`config.mk`:
```
export PLATFORM = sky130hd
export DESIGN_NAME = pipelined_adder_seg
export DESIGN_NICKNAME = d
export VERILOG_FILES = /design/src/rtl/pipelined_adder_seg.sv
export SDC_FILE = /design/constraint.sdc
export NUM_CORES = 1
export LEC_CHECK = 0
export ABC_CLOCK_PERIOD_IN_PS = 6150
export CELL_PAD_IN_SITES_DETAIL_PLACEMENT = 1
export CELL_PAD_IN_SITES_GLOBAL_PLACEMENT = 1
export CORE_MARGIN = 2
export CORE_UTILIZATION = 42
export DETAILED_ROUTE_END_ITERATION = 6
export PLACE_DENSITY_LB_ADDON = 0.08
export SYNTH_ARGS = -nofsm -noshare
export SYNTH_HDL_FRONTEND = slang
export SYNTH_SLANG_ARGS = --single-unit
```
`constraint.sdc`:
```
create_clock -name clk -period 6.15 [get_ports clk]
set_input_delay 0.9225 -clock clk [delete_from_list [all_inputs] [get_ports clk]]
set_output_delay 0.9225 -clock clk [all_outputs]
set_load 0.005 [all_outputs]
```
`src/rtl/pipelined_adder_seg.sv`:
```
// Segment-pipelined WIDTH-bit adder/subtractor: one SW-bit ripple segment per stage, carry registered between stages.
// Optional signed-overflow output enabled by defining PIPE_ADD_OVF_EN.
module pipelined_adder_seg #(
    parameter int unsigned WIDTH = 64,
    parameter int unsigned SEGS  = 4
) (
    input  logic             clk,
    input  logic             rst,
    input  logic             in_valid,
    output logic             in_ready,
    input  logic [WIDTH-1:0] a,
    input  logic [WIDTH-1:0] b,
    input  logic             c_in,
    input  logic             sub,
    output logic             out_valid,
    input  logic             out_ready,
    output logic [WIDTH-1:0] sum,
    output logic             c_out
`ifdef PIPE_ADD_OVF_EN
    ,
    output logic             ovf
`endif
);

    localparam int unsigned SW = WIDTH / SEGS;

    logic             vld_q [SEGS];
    logic             vld_d [SEGS];
    logic [WIDTH-1:0] opa_q [SEGS];
    logic [WIDTH-1:0] opa_d [SEGS];
    logic [WIDTH-1:0] opb_q [SEGS];
    logic [WIDTH-1:0] opb_d [SEGS];
    logic [WIDTH-1:0] sum_q [SEGS];
    logic [WIDTH-1:0] sum_d [SEGS];
    logic             cy_q  [SEGS];
    logic             cy_d  [SEGS];

    logic             stg_vld [SEGS];
    logic [WIDTH-1:0] stg_a   [SEGS];
    logic [WIDTH-1:0] stg_b   [SEGS];
    logic [WIDTH-1:0] stg_s   [SEGS];
    logic             stg_cy  [SEGS];
    logic [SW:0]      seg_c   [SEGS];

    logic adv_c;

    // Single global advance: the whole pipeline moves or the whole pipeline holds.
    assign adv_c    = !vld_q[SEGS-1] || out_ready;
    assign in_ready = adv_c;

    // Stage inputs: stage 0 takes the (inverted for subtract) operands, later stages take the previous register.
    always_comb begin : stage_inputs
        stg_vld[0] = in_valid;
        stg_a[0]   = a;
        stg_b[0]   = sub ? ~b : b;
        stg_s[0]   = '0;
        stg_cy[0]  = c_in ^ sub;
        for (int k = 1; k < int'(SEGS); k++) begin
            stg_vld[k] = vld_q[k-1];
            stg_a[k]   = opa_q[k-1];
            stg_b[k]   = opb_q[k-1];
            stg_s[k]   = sum_q[k-1];
            stg_cy[k]  = cy_q[k-1];
        end
    end

    // Each stage ripples its own SW-bit slice and forwards the remaining operands and finished sum bits.
    always_comb begin : seg_add
        for (int k = 0; k < int'(SEGS); k++) begin
            seg_c[k] = {1'b0, stg_a[k][k*SW +: SW]} + {1'b0, stg_b[k][k*SW +: SW]}
                     + (SW+1)'(stg_cy[k]);
            vld_d[k] = stg_vld[k];
            opa_d[k] = stg_a[k];
            opb_d[k] = stg_b[k];
            sum_d[k] = stg_s[k];
            sum_d[k][k*SW +: SW] = seg_c[k][SW-1:0];
            cy_d[k]  = seg_c[k][SW];
        end
    end

    always_ff @(posedge clk) begin
        if (rst) begin
            for (int k = 0; k < int'(SEGS); k++) begin
                vld_q[k] <= 1'b0;
                opa_q[k] <= '0;
                opb_q[k] <= '0;
                sum_q[k] <= '0;
                cy_q[k]  <= 1'b0;
            end
        end else if (adv_c) begin
            for (int k = 0; k < int'(SEGS); k++) begin
                vld_q[k] <= vld_d[k];
                opa_q[k] <= opa_d[k];
                opb_q[k] <= opb_d[k];
                sum_q[k] <= sum_d[k];
                cy_q[k]  <= cy_d[k];
            end
        end
    end

    assign out_valid = vld_q[SEGS-1];
    assign sum       = sum_q[SEGS-1];
    assign c_out     = cy_q[SEGS-1];

`ifdef PIPE_ADD_OVF_EN
    logic ovf_d;
    logic ovf_q;

    // Overflow is resolved alongside the last segment so it lines up with the final sum.
    assign ovf_d = (stg_a[SEGS-1][WIDTH-1] == stg_b[SEGS-1][WIDTH-1])
                && (sum_d[SEGS-1][WIDTH-1] != stg_a[SEGS-1][WIDTH-1]);

    always_ff @(posedge clk) begin
        if (rst) begin
            ovf_q <= 1'b0;
        end else if (adv_c) begin
            ovf_q <= ovf_d;
        end
    end

    assign ovf = ovf_q;
`endif

endmodule

```
==> flow_results.org <==
** Outcome
- The flow ran to the end, and the final reports show no timing, DRC or antenna violations.

** Timing
- In the finished design, the share of the clock period the worst path needs comes to 0.513.
- Shortest clock period the worst path allows after layout :: 3.16 ns
- Setup repair after global routing missed its margin :: false
- Number of slew-limit violations in the final report :: 0
- Based on the critical path, the design can be clocked at up to 317 MHz.
- Fin Setup TNS :: 0 ns
- Between clock sinks in the finished design, the worst skew comes to 0.0162 ns.
- Setup slack closes at 2.99 ns.
- Worst-Margin Slew :: 0.975 ns
- Measured against its own limit, the worst slew margin works out to 0.350.
- Number of hold-slack violations in the final timing report :: 0
- Setup violations remaining at the end of the flow were counted as 0.

** Clocking
- Clk_lat worst skew :: 0.55 ns
- TritonCTS built the clock tree.
- CTS Root Cell :: clkbuf_16
- Hold bufs inserted after CTS :: 0
- The longest clock path from root to sink contains 3 buffers.
- Post CTS Setup Buffer Count :: 0
- Number of cells upsized or downsized after cts :: 0
- Clock input transition at the sequential cells of the worst setup and hold paths :: 0.06 ns
- Clock buffers created by TritonCTS :: 40
- Max H-tree Level :: 2
- Number of clock sinks :: 360

** Place
- The congestion estimate from routability-driven global placement came to 0.829.
- Number of buffers added on ports :: 200
- The wire-length estimate of the detail-placed layout is 20700 um.
- Timing analysis after detailed placement gives a worst setup slack of 2.43 ns.

** Detailed routing
- The routed layout has 9562 vias.
- Average vias per placed instance :: 4.86
- Final routed wire length divided by cell count :: 16.3 um
- After the first detailed-routing iteration, the DRC count stood at 379.
- The routed design has 32000 um of wire.
- Detailed-router iteration count before antenna repair :: 5
- The count of nets left with antenna violations once routing finished came out at 0.
- Post-detailed-route DRC marker count :: 0

** Power and ir drop
- Power spread over the standard cell area amounts to 288 mW/mm^2.
- In this run the static leakage power is 8.17 nW.
- IR analysis of the VDD net gives a maximum drop of 0.000148 V.
- The design draws 5.86 mW.

** Synthesis
- Among all flip-flop cells after synthesis, the most frequent one is edfxtp_1.
- Synthesis inferred 360 register bits.
- Of the synthesized area, sequential elements account for 0.654.
- The synthesized design spends more area on one cell type than any other, namely edfxtp_1.
- Leading cell types by total area after synthesis :: edfxtp_1 (65%), and2_1 (9.6%), ha_1 (4.5%), xnor2_1 (3.8%), nor2_1 (2.7%)
- Number of unique standard cell types used by synthesis :: 59
- After synthesis, the mean cell area works out to 13.5 um^2.
- Count of flip-flops with a built-in enable after synthesis :: 360
- Synth async-reset ratio :: 0
- In this run the cell area of the synthesized design comes to 0.0165 mm^2.
- Synthesis produced a netlist whose cell count is 1227.
- Syn_nets :: 1429
- Yosys Warn Count :: 0
- Post-synth top area share :: 0.654

** Global route
- The first global-routing pass estimated 51400 um of wire.
- Global routing finished with a remaining overflow of 0.
- Pin count of the biggest net entering global routing :: 269
- Total routing resource utilization after global routing :: 0.159
- Number of global-route vias before repair :: 9846
- Number of antenna violations at the first check in global routing :: 1

** Setup path
- The worst setup path is launched from an input pin.
- Crit Path Class :: input pin to flip-flop
- Category of the worst setup path capture point :: flip-flop
- Data required, critical path :: 6.41 ns
- Top fanout value on the critical path :: 4
- Cells along the critical path :: clkdlybuf4s50_1 > xor2_1 > fa_1 > inv_1 > fa_1 > nor2b_1 > o31a_1 > o21ai_1 > o211ai_1 > xnor2_1 > nor2_1
- Arrival time reported for the critical path endpoint :: 3.42 ns
- For this design, the slowest cell found on the critical path is clkdlybuf4s50_1.
- For this run, the slowest stage of the critical path takes 0.50 ns.
- Most frequent cell on the critical path :: fa_1

** Cells and area
- Of the cells placed in the final design, the portion with a size suffix greater than 1 is 0.0525.
- Fillcell total :: 3905
- Summing all multi-input logic gate instances after layout gives 0.00547 mm^2.
- Area added between synthesis and finish :: 22.9%
- Across the whole layout, storage elements account for 0.0108 mm^2.
- In the final design database the tool counted 1621 nets.

** Flow run
- Total of max-cap violations :: 0

** Floorplan
- Chip width :: 202 um
- Effective utilization at floorplan :: 0.427
- Site row count :: 72
- The die is 202 um tall.
- Pin placement for this block handled 201 I/O pins.
- The floorplan step defined a die boundary enclosing 0.0410 mm^2.
- Area of the core :: 0.0387 mm^2

** Hold path
- Class of the worst hold path :: flip-flop to flip-flop
## path summary, 6_finish.rpt
kind	start	end	slack (ns)	cells past startpoint
max reg2reg	opa_q[0][96]	sum_q[2][42]	3.24	8
min	sum_q[0][10]	sum_q[1][10]	0.51	1
min reg2reg	sum_q[0][10]	sum_q[1][10]	0.51	1
max	b[0]	sum_q[0][14]	2.99	11
## metrics by stage
| stage | hold slack (ns) | area, um^2 | utilization | std cells |
|---|---|---|---|---|
| after floorplan | 0.497 | 16500 | - | 1227 |
| after global placement | 0.500 | 19100 | 0.492 | 1895 |
| after detailed placement | 0.504 | 19100 | 0.492 | 1895 |
| after CTS | 0.513 | 20300 | 0.524 | 1966 |
| after global routing | 0.530 | 20300 | 0.524 | 1967 |
| final | 0.510 | 20300 | 0.524 | 1967 |
## per-layer routing
layer | track usage | vias up | wire (um)
met4 | 0.0620 | 0 | 935
met5 | 0 | - | 0
li1 | - | 4743 | -
met1 | 0.197 | 4593 | 13900
met3 | 0.0303 | 55 | 1260
met2 | 0.274 | 171 | 16000
## synthesized netlist by cell type, types with 2 or more instances
master,n
a21o_1,15
and3_1,4
nand2b_1,9
o21bai_1,4
buf_1,3
mux2i_1,4
a2111o_1,2
and2_1,255
o41ai_1,2
o31a_1,3
nor3_1,14
nand2_1,33
fa_1,8
nor2b_1,7
a311o_1,2
a211oi_1,11
nor2_1,117
xnor2_1,72
edfxtp_1,360
clkbuf_1,44
o21ai_0,27
nand4b_1,2
ha_1,60
a21boi_0,2
o21a_1,15
nor3b_1,2
a31oi_1,6
buf_2,8
o211ai_1,4
inv_1,14
nand4_1,4
nand3_1,15
a21oi_1,38
xor2_1,32
o21ai_1,5
## logic make-up (layout without fill, tap and decap cells)
logic type,after synthesis,in the layout,synth area share
other cells,0,1,0
mux,4,4,0.00242
xor+xnor,104,104,0.0551
fa+ha+maj,68,68,0.0551
simple gates,468,468,0.154
compound gates,154,154,0.0636
buf+inv,69,290,0.0163
flops,360,360,0.654
## layout make-up
class	count	area share
antenna	1	0.000123
clock buffer	47	0.0527
clock inverter	24	0.00905
inverter	14	0.00259
multi-input combinational	798	0.269
sequential	360	0.532
tap	518	0.0319
timing repair buffer	205	0.102
## flip-flops by register name, summed over array words and instances (netlist names)
signal	flops
cy_q	4
vld_q	4
opb_q	96
opa_q	96
sum_q	160
## power breakdown
part / total, mW / switching [mW] / internal [mW]
sequential: 2.95 / 0.0488 / 2.90
clock: 2.28 / 0.953 / 1.33
combinational: 0.627 / 0.306 / 0.322
## cells in the final DEF, fill, tap and decap left out, drive strengths merged, types with 3 or more instances in the layout
cell type	instances
clkbuf	47
fa	8
and3	4
nand4	4
nor3b	3
clkinv	20
inv	14
mux2i	4
o21ai	33
a21oi	38
o21bai	6
a31oi	6
a21o	15
o31a	3
o211ai	4
nand2b	9
nor3	14
edfxtp	360
nand2	33
and2	255
nor2b	8
a211oi	11
xor2	32
clkdlybuf4s50	199
nor2	117
ha	60
buf	6
nand3	15
o21a	15
xnor2	72
## worst max-delay path: cells and delay by family
kind | cells | cell delay, ns
fa+ha+maj | 2 | 0.64
buf+inv | 2 | 0.56
xor+xnor | 2 | 0.40
compound gates | 3 | 0.64
simple gates | 2 | 0.25
No activity file was read; power rests on OpenSTA's default activity.
